`config.mk`:
```
export PLATFORM = sky130hd
export DESIGN_NAME = hwpe_stream_source_credit
export DESIGN_NICKNAME = d
export VERILOG_FILES = /design/src/rtl/hwpe_stream_source_credit_pkg.sv /design/src/rtl/hwpe_stream_source_credit_lane.sv /design/src/rtl/hwpe_stream_source_credit.sv
export SDC_FILE = /design/constraint.sdc
export NUM_CORES = 1
export LEC_CHECK = 0
export ABC_AREA = 1
export BUFFER_PORTS_ARGS = -buffer_cell sky130_fd_sc_hd__buf_4
export CAP_MARGIN = 0
export CORE_MARGIN = 2
export CORE_UTILIZATION = 57
export CTS_CLUSTER_SIZE = 16
export DETAILED_ROUTE_END_ITERATION = 10
export GPL_TIMING_DRIVEN = 0
export PLACE_DENSITY = 0.9
export RECOVER_POWER = 100
export SLEW_MARGIN = 0
export SYNTH_ARGS = -nofsm -noshare
export SYNTH_HDL_FRONTEND = slang
export SYNTH_SLANG_ARGS = --single-unit
```
`constraint.sdc`:
```
create_clock -name clk_i -period 2.81 [get_ports clk_i]
set_clock_uncertainty 0.1 [all_clocks]
set_input_delay 0.1405 -clock clk_i [delete_from_list [all_inputs] [get_ports clk_i]]
set_output_delay 0.1405 -clock clk_i [all_outputs]
set_load 0.01 [all_outputs]
```
`src/rtl/hwpe_stream_source_credit_pkg.sv`:
```
// Shared types for the credit-based TCDM source streamer.
package hwpe_stream_source_credit_pkg;

  localparam int unsigned CNT_W = 16;

  typedef enum logic [1:0] {
    IDLE,
    ISSUE,
    DRAIN
  } state_source_credit_t;

  typedef struct packed {
    logic             start;
    logic [31:0]      base;
    logic [CNT_W-1:0] trans_size;
    logic [CNT_W-1:0] line_len;
    logic [31:0]      line_stride;
  } ctrl_source_credit_t;

  typedef struct packed {
    logic ready_start;
    logic busy;
    logic done;
  } flags_source_credit_t;

  function automatic logic [31:0] word_align(input logic [31:0] addr);
    return addr & 32'hFFFF_FFFC;
  endfunction

endpackage

```
`src/rtl/hwpe_stream_source_credit_lane.sv`:
```
// One TCDM lane: response FIFO, per-beat grant fence, credit and flush tracking.
module hwpe_stream_source_credit_lane #(
  parameter int unsigned FIFO_DEPTH = 4
) (
  input  logic        clk_i,
  input  logic        rst_i,
  input  logic        clear_i,
  input  logic        beat_go_i,
  input  logic        beat_done_i,
  output logic        credit_o,
  output logic        fenced_o,
  output logic        granted_o,
  output logic        flush_o,
  output logic        req_o,
  input  logic        gnt_i,
  input  logic [31:0] r_data_i,
  input  logic        r_valid_i,
  input  logic        pop_i,
  output logic        valid_o,
  output logic [31:0] data_o
);
  localparam int unsigned PTR_W = $clog2(FIFO_DEPTH);
  localparam int unsigned OCC_W = $clog2(FIFO_DEPTH + 1) + 1;

  logic [31:0]      mem_q [FIFO_DEPTH];
  logic [PTR_W-1:0] wr_ptr_q, rd_ptr_q;
  logic [OCC_W-1:0] cnt_q;
  logic             granted_q, inflight_q, flush_q;
  logic             gnt_now, push;

  function automatic logic [PTR_W-1:0] ptr_inc(input logic [PTR_W-1:0] p);
    return (p == PTR_W'(FIFO_DEPTH - 1)) ? '0 : p + PTR_W'(1);
  endfunction

  assign req_o     = beat_go_i & ~granted_q;
  assign gnt_now   = req_o & gnt_i;
  assign fenced_o  = granted_q;
  assign granted_o = granted_q | gnt_now;
  assign credit_o  = (cnt_q + OCC_W'(inflight_q)) < OCC_W'(FIFO_DEPTH);
  assign flush_o   = flush_q;
  // a response owed to a cleared transfer must never reach the FIFO
  assign push      = r_valid_i & ~flush_q & ~clear_i;
  assign valid_o   = (cnt_q != '0);
  assign data_o    = mem_q[rd_ptr_q];

  always_ff @(posedge clk_i) begin
    if (rst_i) begin
      granted_q  <= 1'b0;
      inflight_q <= 1'b0;
      flush_q    <= 1'b0;
      wr_ptr_q   <= '0;
      rd_ptr_q   <= '0;
      cnt_q      <= '0;
    end else if (clear_i) begin
      granted_q  <= 1'b0;
      inflight_q <= 1'b0;
      flush_q    <= gnt_now;
      wr_ptr_q   <= '0;
      rd_ptr_q   <= '0;
      cnt_q      <= '0;
    end else begin
      granted_q  <= granted_o & ~beat_done_i;
      inflight_q <= gnt_now;
      if (r_valid_i) flush_q <= 1'b0;
      if (push) wr_ptr_q <= ptr_inc(wr_ptr_q);
      if (pop_i) rd_ptr_q <= ptr_inc(rd_ptr_q);
      case ({push, pop_i})
        2'b10:   cnt_q <= cnt_q + OCC_W'(1);
        2'b01:   cnt_q <= cnt_q - OCC_W'(1);
        default: cnt_q <= cnt_q;
      endcase
    end
  end

  always_ff @(posedge clk_i) begin
    if (push) mem_q[wr_ptr_q] <= r_data_i;
  end

  assert property (@(posedge clk_i) disable iff (rst_i || clear_i)
    (push && !pop_i) |-> (cnt_q < OCC_W'(FIFO_DEPTH)));

endmodule

```
`src/rtl/hwpe_stream_source_credit.sv`:
```
// TCDM load streamer: 1-D/2-D strided reads over N lanes, credit-gated issue, emitted as one wide stream.
module hwpe_stream_source_credit
  import hwpe_stream_source_credit_pkg::*;
#(
  parameter int unsigned NB_TCDM_PORTS = 2,
  parameter int unsigned FIFO_DEPTH    = 4,
  parameter int unsigned CNT_WIDTH     = 16
) (
  input  logic                       clk_i,
  input  logic                       rst_i,
  input  logic                       clear_i,
  input  logic                       start_i,
  input  logic [31:0]                base_addr_i,
  input  logic [CNT_WIDTH-1:0]       trans_size_i,
  input  logic [CNT_WIDTH-1:0]       line_len_i,
  input  logic [31:0]                line_stride_i,
  output logic                       ready_start_o,
  output logic                       busy_o,
  output logic                       done_o,
  output logic [NB_TCDM_PORTS-1:0]   tcdm_req_o,
  input  logic [NB_TCDM_PORTS-1:0]   tcdm_gnt_i,
  output logic [NB_TCDM_PORTS*32-1:0] tcdm_add_o,
  output logic [NB_TCDM_PORTS-1:0]   tcdm_wen_o,
  output logic [NB_TCDM_PORTS*4-1:0] tcdm_be_o,
  output logic [NB_TCDM_PORTS*32-1:0] tcdm_data_o,
  input  logic [NB_TCDM_PORTS*32-1:0] tcdm_r_data_i,
  input  logic [NB_TCDM_PORTS-1:0]   tcdm_r_valid_i,
  output logic                       stream_valid_o,
  input  logic                       stream_ready_i,
  output logic [NB_TCDM_PORTS*32-1:0] stream_data_o,
  output logic [NB_TCDM_PORTS*4-1:0] stream_strb_o
);
  localparam int unsigned N          = NB_TCDM_PORTS;
  localparam logic [31:0] BEAT_BYTES = 32'(4 * N);

  state_source_credit_t state_q, state_d;
  ctrl_source_credit_t  ctrl;
  flags_source_credit_t flags;

  logic [CNT_WIDTH-1:0] issue_left_q, pop_left_q, word_left_q, line_len_q;
  logic [31:0]          beat_addr_q, line_addr_q, stride_q;
  logic                 done_q, done_d;
  logic [N-1:0]         lane_credit, lane_fenced, lane_granted, lane_flush, lane_valid;
  logic                 start_ok, launch, beat_go, beat_done, pop, line_wrap;

  assign ctrl = '{start:       start_i,
                  base:        word_align(base_addr_i),
                  trans_size:  CNT_W'(trans_size_i),
                  line_len:    CNT_W'(line_len_i),
                  line_stride: line_stride_i};

  assign start_ok  = (state_q == IDLE) & ~(|lane_flush);
  assign launch    = ctrl.start & start_ok;
  // once any lane holds a grant the beat is committed; credit only gates opening a new one
  assign beat_go   = (state_q == ISSUE) & ((|lane_fenced) | (&lane_credit));
  assign beat_done = (state_q == ISSUE) & (&lane_granted);
  assign pop       = (&lane_valid) & stream_ready_i;
  assign line_wrap = (line_len_q != '0) && (word_left_q == CNT_WIDTH'(1));

  always_comb begin
    state_d = state_q;
    done_d  = 1'b0;
    unique case (state_q)
      IDLE: begin
        if (launch) begin
          if (ctrl.trans_size == '0) done_d = 1'b1;
          else                       state_d = ISSUE;
        end
      end
      ISSUE: if (beat_done && issue_left_q == CNT_WIDTH'(1)) state_d = DRAIN;
      DRAIN: begin
        if (pop && pop_left_q == CNT_WIDTH'(1)) begin
          state_d = IDLE;
          done_d  = 1'b1;
        end
      end
      default: state_d = IDLE;
    endcase
  end

  always_ff @(posedge clk_i) begin
    if (rst_i || clear_i) begin
      state_q <= IDLE;
      done_q  <= 1'b0;
    end else begin
      state_q <= state_d;
      done_q  <= done_d;
    end
  end

  always_ff @(posedge clk_i) begin
    if (rst_i || clear_i) begin
      issue_left_q <= '0;
      pop_left_q   <= '0;
      word_left_q  <= '0;
      line_len_q   <= '0;
      stride_q     <= '0;
      beat_addr_q  <= '0;
      line_addr_q  <= '0;
    end else if (state_q == IDLE && launch) begin
      issue_left_q <= CNT_WIDTH'(ctrl.trans_size);
      pop_left_q   <= CNT_WIDTH'(ctrl.trans_size);
      word_left_q  <= CNT_WIDTH'(ctrl.line_len);
      line_len_q   <= CNT_WIDTH'(ctrl.line_len);
      stride_q     <= ctrl.line_stride;
      beat_addr_q  <= ctrl.base;
      line_addr_q  <= ctrl.base;
    end else begin
      if (beat_done) begin
        issue_left_q <= issue_left_q - CNT_WIDTH'(1);
        if (line_wrap) begin
          word_left_q <= line_len_q;
          line_addr_q <= line_addr_q + stride_q;
          beat_addr_q <= line_addr_q + stride_q;
        end else begin
          if (line_len_q != '0) word_left_q <= word_left_q - CNT_WIDTH'(1);
          beat_addr_q <= beat_addr_q + BEAT_BYTES;
        end
      end
      if (pop) pop_left_q <= pop_left_q - CNT_WIDTH'(1);
    end
  end

  for (genvar i = 0; i < N; i++) begin : g_lane
    hwpe_stream_source_credit_lane #(
      .FIFO_DEPTH(FIFO_DEPTH)
    ) i_lane (
      .clk_i      (clk_i),
      .rst_i      (rst_i),
      .clear_i    (clear_i),
      .beat_go_i  (beat_go),
      .beat_done_i(beat_done),
      .credit_o   (lane_credit[i]),
      .fenced_o   (lane_fenced[i]),
      .granted_o  (lane_granted[i]),
      .flush_o    (lane_flush[i]),
      .req_o      (tcdm_req_o[i]),
      .gnt_i      (tcdm_gnt_i[i]),
      .r_data_i   (tcdm_r_data_i[32*i +: 32]),
      .r_valid_i  (tcdm_r_valid_i[i]),
      .pop_i      (pop),
      .valid_o    (lane_valid[i]),
      .data_o     (stream_data_o[32*i +: 32])
    );
    assign tcdm_add_o[32*i +: 32] = beat_addr_q + 32'(4 * i);
  end

  assign flags = '{ready_start: start_ok,
                   busy:        (state_q == ISSUE) || (state_q == DRAIN),
                   done:        done_q};

  assign ready_start_o  = flags.ready_start;
  assign busy_o         = flags.busy;
  assign done_o         = flags.done;
  assign tcdm_wen_o     = '1;
  assign tcdm_be_o      = '0;
  assign tcdm_data_o    = '0;
  assign stream_valid_o = &lane_valid;
  assign stream_strb_o  = '1;

endmodule
```
# Word-level counts from Yosys, hierarchy flattened
# Memories as Yosys holds them, arrays and structs flattened. A register that Yosys moved wholly into a read port is not among the register bits.
# Cells that the tools add are included.
# W data, S select, Z words.
# op_classes
addsub,16
magnitude_cmp,2
n_eq_ne,17
muxes,41
bitwise,25
reduce_logical,30
# op_table
cell,n
$mux W32,6
$mux W16,8
$eq A16 B1 Y1 const B,3
$sub A16 B1 Y16 const B,3
$add A32 B3 Y32 const B,1
$add A32 B32 Y32,1
$add A32 B4 Y32 const B,1
$mux W2,12
$logic_not A16 Y1,1
$pmux W4 S2,2
$reduce_bool A16 Y1,1
$and A1 B1 Y1,15
$eq A2 B2 Y1 const B,7
$reduce_bool A2 Y1,7
$reduce_and A2 Y1,6
$mux W1,11
$add A2 B1 Y2 const B,4
$add A4 B1 Y4,2
$add A4 B1 Y4 const B,2
$lt A4 B3 Y1 const B,2
$reduce_bool A4 Y1,2
$reduce_or A2 Y1,4
$sub A4 B1 Y4 const B,2
$not A1 Y1,7
other kinds (11),21
# word_totals
ff_bits,185
ramBits,256
out_inout_bits,216
wordCells,156
mem_count,2
# memory_table
name,words,word_bits,read_ports,rd_clocked_by_memory_dff,write_ports,line_no,text
g_lane[0].i_lane.mem_q,4,32,1,1,1,hwpe_stream_source_credit_lane.sv:25,logic [31:0] mem_q [FIFO_DEPTH];
g_lane[1].i_lane.mem_q,4,32,1,1,1,hwpe_stream_source_credit_lane.sv:25,

# Longest topological paths before layout
# Gate-level depths: netlist of run 1.
# depth
word_depth,13
mapped_depth,18

# Modules after synthesis
# Synthesis of run 1 repeated with hierarchy kept, for this count alone.
# hier_totals
hier_cells,2605
area_unflattened_um2,22536.6
# by_module_without_submodules
mod,n_inst,cells_per_inst,area_per_inst_um2,seq_area_each_um2
hwpe_stream_source_credit,1,1797,11703.7,3263.1
hwpe_stream_source_credit_lane (g_lane[0].i_lane),1,405,5427.7,4103.9
hwpe_stream_source_credit_lane (g_lane[1].i_lane),1,403,5405.2,4103.9

# Least setup slack after synthesis of run 1
# Ideal clock, no wire load.
# synth_path
path_kind,reg-to-reg
start,register g_lane[0].i_lane.flush_q
end,memory g_lane[0].i_lane.mem_q[0][0] (enable)
setup_time_ps,421
arrival_time_ps,1978
slack_ps,311
stages_incl_launch_ff,4
path_buffers,0
cell_sequence,dfxtp_1 > nor2_1 > clkinv_1 > nor2_1
# synth_between
elab_chain_cells,5
# synth_rtl
item,line_no,text
from (decl),hwpe_stream_source_credit_lane.sv:28,"logic granted_q, inflight_q, flush_q;"
from (signal assigned),hwpe_stream_source_credit_lane.sv:57,flush_q <= gnt_now;
$not A1 Y1,hwpe_stream_source_credit_lane.sv:42,assign push = r_valid_i & ~flush_q & ~clear_i;
$and A1 B1 Y1 (2 in a row),hwpe_stream_source_credit_lane.sv:42,
$mux W1,hwpe_stream_source_credit_lane.sv:76,if (push) mem_q[wr_ptr_q] <= r_data_i;
$mux W1 (implied by the code),hwpe_stream_source_credit_lane.sv:76,
to (decl),hwpe_stream_source_credit_lane.sv:25,
# Every way passes these cells.

# Worst setup path after layout of run 1
# layout_path
start,register beat_addr_q[7]
end,register beat_addr_q[26]
# layout_between
elab_chain_cells,4
# layout_rtl
item,line_no,text
from (decl),hwpe_stream_source_credit.sv:41,"logic [31:0] beat_addr_q, line_addr_q, stride_q;"
from (signal assigned),hwpe_stream_source_credit.sv:106,beat_addr_q <= ctrl.base;
from (signal assigned),hwpe_stream_source_credit.sv:114,beat_addr_q <= line_addr_q + stride_q;
from (signal assigned),hwpe_stream_source_credit.sv:117,beat_addr_q <= beat_addr_q + BEAT_BYTES;
$add A32 B4 Y32,hwpe_stream_source_credit.sv:117,
$mux W32,hwpe_stream_source_credit.sv:111,if (line_wrap) begin
$mux W32,hwpe_stream_source_credit.sv:109,if (beat_done) begin
$mux W32,hwpe_stream_source_credit.sv:100,end else if (state_q == IDLE && launch) begin
# Every way passes these cells. The select of a mux whose other input is x is not followed.
# A chain may end at the register's enable or synchronous reset.

==> results of run 1 <==
[per-stage QoR]
stage	total power, mW	hold WS (ns)	setup WS (ns)	cell area, um2
floorplan	8.98	0.135	0.311	23900
global placement	9.90	0.241	-1.12	26800
detailed placement	9.96	0.243	-0.423	27000
CTS	16.3	0.102	0.000531	30300
global route	16.9	0.103	-0.0472	30200
finish	16.4	0.0794	0.0314	30200
[path summary, 6_finish.rpt]
check / from / endpoint / slack, ns
max reg2reg: beat_addr_q[7]$_SDFFE_PP0P_ / beat_addr_q[26]$_SDFFE_PP0P_ / 0.03
min: start_i / pop_left_q[15]$_SDFFE_PP0P_ / 0.08
min reg2reg: stride_q[20]$_SDFFE_PP0P_ / stride_q[20]$_SDFFE_PP0P_ / 0.37
max: beat_addr_q[7]$_SDFFE_PP0P_ / beat_addr_q[26]$_SDFFE_PP0P_ / 0.03
[power breakdown]
group / switching (mW) / total [mW] / internal [mW]
registers: 0.175 / 7.25 / 7.08
clock network: 2.76 / 6.27 / 3.51
logic: 1.78 / 2.90 / 1.11
total: 4.71 / 16.4 / 11.7
[sequential cells by signal, summed over array words and instances, names as in the netlist, 8 cells and up, named ones only]
name                 cells
word_left_q             16
stride_q                32
line_addr_q             32
g_lane.i_lane.cnt_q      8
pop_left_q              16
g_lane.i_lane.mem_q    256
line_len_q              16
issue_left_q            16
beat_addr_q             30
[repair_timing]
item / CTS / global route
hold endpoints to repair: 423 / 0
gates resized for setup: 24 / 45
pin swaps: 1 / 3
buffers inserted: 1 / 5
gates cloned: 0 / 0
endpoints found under the setup margin: 45 / 119
hold buffers: 168 / 0
[cell usage in the layout, fill, tap and decap left out, drive strengths merged, types with 2 or more instances in the layout]
master,netlist,final
a211oi,4,4
a21boi,3,3
a21oi,138,138
a22oi,3,3
a31oi,16,16
and2,3,3
buf,130,376
bufinv,0,3
clkbuf,71,198
clkinv,5,21
clkinvlp,0,6
conb,2,82
dfxtp,189,189
dlygate4sd3,0,168
edfxtp,256,256
fa,3,3
ha,58,58
inv,291,291
nand2,684,684
nand3,173,173
nand3b,6,6
nand4,26,26
nor2,429,429
nor3,25,25
nor4,9,9
o211a,2,2
o211ai,5,5
o21ai,233,233
o21bai,6,6
o22ai,79,79
o31ai,2,2
or2,10,10
xnor2,29,29
xor2,44,44
[layout make-up]
type | count | area [um2] | share of cell area [%]
tap | 532 | 666 | 2.20
antenna | 1 | 2.50 | 0.00828
clock buffer | 62 | 1280 | 4.24
inverter | 296 | 1130 | 3.74
buffer | 198 | 1210 | 4.02
sequential | 445 | 11500 | 38.0
timing repair buffer | 482 | 3910 | 12.9
clock inverter | 25 | 244 | 0.807
multi-input combinational | 2075 | 10300 | 34.0
[kinds of logic after synthesis]
logic type | count (synthesis)
other | 2
adder cells (fa/ha/maj) | 61
flip-flops | 445
AO/OA/AOI/OAI | 493
buffers and inverters | 497
XOR/XNOR | 73
AND/OR/NAND/NOR | 1366
[worst register-to-register path, cell delays in order, from the launching register on]
cell and delay, ns:
dfxtp_1 0.43, clkbuf_4 0.23, nand2_1 0.19, nor2_1 0.29
nand2_1 0.18, nor3_1 0.50, a21oi_1 0.13, o21ai_0 0.31
inv_1 0.10, nand3_2 0.10, a21oi_2 0.06
[synth_stat cells (44+ instances only)]
library cell | instances | area, um2
nand2_1 | 676 | 2540
nor2_1 | 421 | 1580
inv_1 | 280 | 1050
edfxtp_1 | 256 | 7690
o21ai_0 | 206 | 1030
dfxtp_1 | 189 | 3780
nand3_1 | 168 | 841
a21oi_1 | 135 | 676
buf_4 | 89 | 668
o22ai_1 | 79 | 494
clkbuf_1 | 69 | 259
ha_1 | 58 | 726
xor2_1 | 44 | 385
[routing by layer]
metal / global-route usage, % / wire, um / vias to the layer above
met5: 0 / 0 / -
met4: 21.3 / 4760 / 0
met3: 7.69 / 8960 / 326
met2: 64.2 / 39900 / 1639
met1: 43.9 / 29600 / 10700
li1: - / - / 10800
==> qor.yml, run 1 <==
drive_above_1_share_pct: 15.0
detail_route.drc_violations: 0
wl_um: 83200
final-max-slew-violation-count: 0
yosysWarningCount: 0
grt.overflow.total: 0
die-area_um2: 43000
synthXorXnorAreaFrac_pct: 2.71
synth_top_family_by_area: "simple AND/OR/NAND/NOR gates"
finish.net_count: 3775
routabilityCongestion: 1.02
adder_cell_share_of_the_synthesized_area_pct: 3.33
number_of_cells_on_the_worst_reg_to_reg_path: 10
timing.critical_path.slowest_cell_delay_ns: 0.50
firstDrtPassIters: 8
grt_pass1_vias: 22900
synth-compound-area-share_pct: 11.4
cp.arrival_ns: 3.12
h_tree_depth: 2
number_of_register_bits_inferred_by_synthesis: 445
timing.critical_path.fanout_max: 6
hold_path_depth: 6
route.antenna.remaining_nets: 0
area_growth_syn_to_fin_pct: 28.2
grt_max_degree: 30
finalHoldViolCount: 0
post-place-cells: 3857
hold_path.class: "input port to flop"
rows: 74
nFillCells: 2970
num_io_pins: 385
clock_latency_ns: 0.60
timing.final.setup_violations: 0
maxSlewHeadroom_pct: 18.0
num_vias: 23400
global_routing_usage_summed_across_all_routing_layers_pct: 37.5
critPathKind: "flop to flop"
timing.critical_path.depth: 10
die_x_um: 207
layout.core_utilization_pct: 74.0
portion_of_the_clock_cycle_consumed_by_the_worst_path_in_the_final_layout_pct: 98.9
die_h_um: 207
synth_ff_type: "edfxtp_1"
post_synth_and_or_nand_nor_area_fraction_pct: 24.0
buffers_plus_inverters_on_the_worst_setup_path: 2
clockRootBuffer: "clkbuf_16"
timing.critical_path.slowest_stage_cell: "nor3_1"
worst_setup_path_end_kind: "flop"
cts_made_buffers: 47
crit_path_frequent_cell: "nand2_1"
core_area_um2: 40800
port-buffer-count: 300
avgSynthCellArea_um2: 8.03
instances_no_fill: 4116
critical-path-top-delay-family: "simple AND/OR/NAND/NOR gates"
drt_iter0_markers: 2693
tns_ns: 0
timing.critical_path.from_type: "flop"
clkSinkCount: 445
ys_seq_area_share_pct: 48.7
cellLeakagePower_nw: 13.0
cts.reportedPaths.clkPinSlew_ns: 0.06
worst_path_cell_chain: "clkbuf_4 > nand2_1 > nor2_1 > nand2_1 > nor3_1 > a21oi_1 > o21ai_0 > inv_1 > nand3_2 > a21oi_2"
clock_path_buffers: 3
finalCriticalPeriod_ns: 2.78
status: "finished, final reports clean"
wl_per_cell_um: 20.2
cts_tree: "yes"
tightestPinTransition_ns: 1.23
effective_utilization_at_floorplan_pct: 57.7
powerDensity_nw_per_um2: 544
synth-async-reset-ratio_pct: 0
per_cell_via_count_in_the_routed_design: 5.69
place_hpwl_um: 55400
maxCapViolCount: 0
syn-cell-area_um2: 23600
synth_edf_count: 256
postSynthCellCount: 2937
fmax_mhz: 360
grt_pass1_wl_um: 126000
ir_drop_uv: 426
synthMuxAreaShare_pct: 0
grt_antenna_before_repair: 1
synthDistinctLibCells: 54
critical_path_required_ns: 3.15
Note: power is estimated with default switching activity, not from simulation.
==> run 2: changes to the inputs <==
- CORE_UTILIZATION: 57 -> 59
- CTS_BUF_LIST: default -> sky130_fd_sc_hd__clkbuf_2 sky130_fd_sc_hd__clkbuf_4 sky130_fd_sc_hd__clkbuf_8
- PLACE_DENSITY: 0.9 -> 0.93
==> qor.yml, run 2 (synthesis gave the netlist of run 1 again) <==
status: "finished, violations left"
violations_in_the_final_reports: "negative setup slack"
maxCapViolCount: 0  # unchanged
timing.final.setup_violations: 1  # +1
worst_r2r_startpoint: "g_lane[1].i_lane.cnt_q[2]$_SDFFE_PP0P_"
grt_pass1_vias: 23400  # +2.2%
whs_ns: 0.0204  # -0.0590 ns
rows: 73  # -1.4%
detailroute.wirelength.met3_um: 9910  # +11%
grt_max_degree: 32  # +6.7%
worst_setup_path_end_kind: "output pin"
critical_path_required_ns: 2.57  # -0.58 ns
largest-register: "g_lane.i_lane.mem_q"
firstDrtPassIters: 9  # +1
critPathKind: "flop to output pin"
tns_ns: -0.00513  # -0.00513 ns
tightestPinTransition_ns: 1.01  # -0.217 ns
min_from: "start_i"
cts_tree: "yes"
hold_path_depth: 6  # unchanged
number_of_cells_on_the_worst_reg_to_reg_path: 14  # +4
timing.critical_path.fanout_max: 6  # unchanged
detail_route.drc_violations: 0  # unchanged
final_design_area_no_fill_um2: 30200  # about the same
final_cell_mix: "672 x nand2_1, 398 x nor2_1, 329 x buf_4, 279 x inv_1, 256 x edfxtp_1"
wl_met2_um: 40100  # +0.45%
timing.critical_path.slowest_stage_cell: "dfxtp_1"
nFillCells: 2676  # -9.9%
drt_iter0_markers: 2866  # +6.4%
largest_register_ff_count: 256  # unchanged
final-max-slew-violation-count: 0  # unchanged
effective_utilization_at_floorplan_pct: 59.6  # +1.9 points
worst_path_cell_chain: "clkbuf_4 > nand4_1 > nor2_2 > nand4_1 > nor2_1 > nor2_1 > nand2_1 > o21ai_0 > buf_4"
instances_no_fill: 4153  # +0.90%
num_vias: 24100  # +3.0%
maxSlewHeadroom_pct: 32.7  # +15 points
die_x_um: 204  # -1.7%
route.antenna.remaining_nets: 0  # unchanged
cts.reportedPaths.clkPinSlew_ns: 0.08  # +0.02 ns
clock_path_buffers: 3  # unchanged
dpl-instance-area_um2: 27000  # about the same
cp.arrival_ns: 2.57  # -0.55 ns
portion_of_the_clock_cycle_consumed_by_the_worst_path_in_the_final_layout_pct: 100  # +1.3 points
area_growth_syn_to_fin_pct: 28.2  # about the same
routabilityCongestion: 1.01  # -1.0%
setup_slack_ns: -0.00513  # -0.0365 ns
die_h_um: 204  # -1.7%
grt_pass1_wl_um: 129000  # +2.2%
top_layer: "met4"
per_cell_via_count_in_the_routed_design: 5.81  # +2.1%
hold_path.class: "input port to flop"
mostFrequentLayoutCell: "nand2_1"
holdPathEnd: "pop_left_q[15]$_SDFFE_PP0P_"
h_tree_depth: 3  # +1
fmax_mhz: 355  # -1.3%
finish.net_count: 3802  # +0.72%
clock_latency_ns: 0.66  # +0.06 ns
grt_antenna_before_repair: 1  # unchanged
clockRootBuffer: "clkbuf_8"
grt.overflow.total: 0  # unchanged
rsz0062_at_grt: "yes"
clkSinkCount: 445  # unchanged
r2r-end: "g_lane[1].i_lane.cnt_q[3]$_SDFFE_PP0P_"
num_io_pins: 385  # unchanged
timing.critical_path.from_type: "flop"
reg2reg_setup_slack_ns: 0.04  # about the same
place_hpwl_um: 54800  # -1.2%
finalHoldViolCount: 0  # unchanged
wl_um: 86300  # +3.7%
drive_above_1_share_pct: 16.8  # +1.8 points
core_area_um2: 39500  # -3.1%
design_power_total_mw: 16.0  # -2.4%
cellLeakagePower_nw: 13.1  # +0.88%
global_routing_usage_summed_across_all_routing_layers_pct: 40.4  # +2.9 points
post-place-cells: 3850  # -0.18%
timing.critical_path.slowest_cell_delay_ns: 0.44  # -0.06 ns
port-buffer-count: 300  # unchanged
wl_per_cell_um: 20.8  # +2.8%
finalCriticalPeriod_ns: 2.82  # +0.0365 ns
ir_drop_uv: 437  # +2.6%
m1WireLength_um: 30300  # +2.5%
top_regs: "g_lane.i_lane.mem_q: 256 flops, line_addr_q: 32 flops, stride_q: 32 flops"
die-area_um2: 41600  # -3.3%
powerDensity_nw_per_um2: 530  # -2.5%
cts_made_buffers: 74  # +57%
==> run 2: cell types whose count changed in the layout (fill, tap and decap cells not counted), moves of 7 or more <==
cell,previous run,this run
clkbuf_8,5,83
clkbuf_16,47,0
nor2_2,9,16
clkbuf_4,3,26
clkbuf_1,137,126
==> run 2: layout make-up <==
type	count	area, um2	share of cell area [%]
antenna	1	2.50	0.00828
buffer	198	1210	4.00
clock buffer	107	1320	4.38
clock inverter	24	125	0.414
inverter	296	1130	3.74
multi-input combinational	2075	10400	34.3
sequential	445	11500	38.0
tap	525	657	2.17
timing repair buffer	482	3920	13.0
==> run 2: timing repair <==
item	CTS	global route
endpoints found under the setup margin	77	152
hold buffers	168	0
buffers inserted	1	5
pin swaps	1	5
endpoints found under the hold margin	427	0
gates resized for setup	34	54
==> run 2: per-layer routing <==
layer,GRT usage (%),up-vias
met4,26.8,0
li1,-,10800
met5,0,-
met1,47.3,11100
met3,8.34,420
met2,67.4,1823
==> run 2: worst max-delay path: cells and delay by family (launching register included) <==
kind / cells / cell delay, ns
AOI/OAI and AO/OA: 1 / 0.16
DFF: 1 / 0.44
buffers and inverters: 2 / 0.45
and+or+nand+nor: 6 / 0.87
==> run 2: metrics by stage <==
stage | setup WS, ns | util (%)
CTS | -0.00358 | 76.6
detailed placement | -0.491 | 68.4
global route | -0.0314 | 76.4
global placement | -1.09 | 67.7
floorplan | 0.311 | -
finish | -0.00513 | 76.4
==> run 2: worst max path at each step <==
| stage | startpoint | to | cells past startpoint | slack, ns |
|---|---|---|---|---|
| after floorplan | g_lane[0].i_lane.flush_o$_SDFFE_PP0P_ | g_lane[0].i_lane.mem_q[0][0]$_DFFE_PP_ | 3 | 0.31 |
| after global placement | clear_i | g_lane[0].i_lane.mem_q[2][6]$_DFFE_PP_ | 6 | -1.09 |
| after detailed placement | g_lane[0].i_lane.cnt_q[0]$_SDFFE_PP0P_ | g_lane[1].i_lane.cnt_q[3]$_SDFFE_PP0P_ | 14 | -0.49 |
| after CTS | g_lane[1].i_lane.cnt_q[2]$_SDFFE_PP0P_ | g_lane[1].i_lane.cnt_q[3]$_SDFFE_PP0P_ | 14 | -0.004 |
| after global routing | g_lane[1].i_lane.cnt_q[2]$_SDFFE_PP0P_ | g_lane[1].i_lane.cnt_q[3]$_SDFFE_PP0P_ | 14 | -0.03 |
| final | beat_addr_q[13]$_SDFFE_PP0P_ | tcdm_add_o[51] | 9 | -0.005 |
==> run 2: power by group <==
group	total [mW]	internal (mW)	switching [mW]	leakage [nW]
combinational	2.92	1.12	1.81	8.50
clock	5.83	3.04	2.80	0.773
sequential	7.27	7.08	0.183	3.87
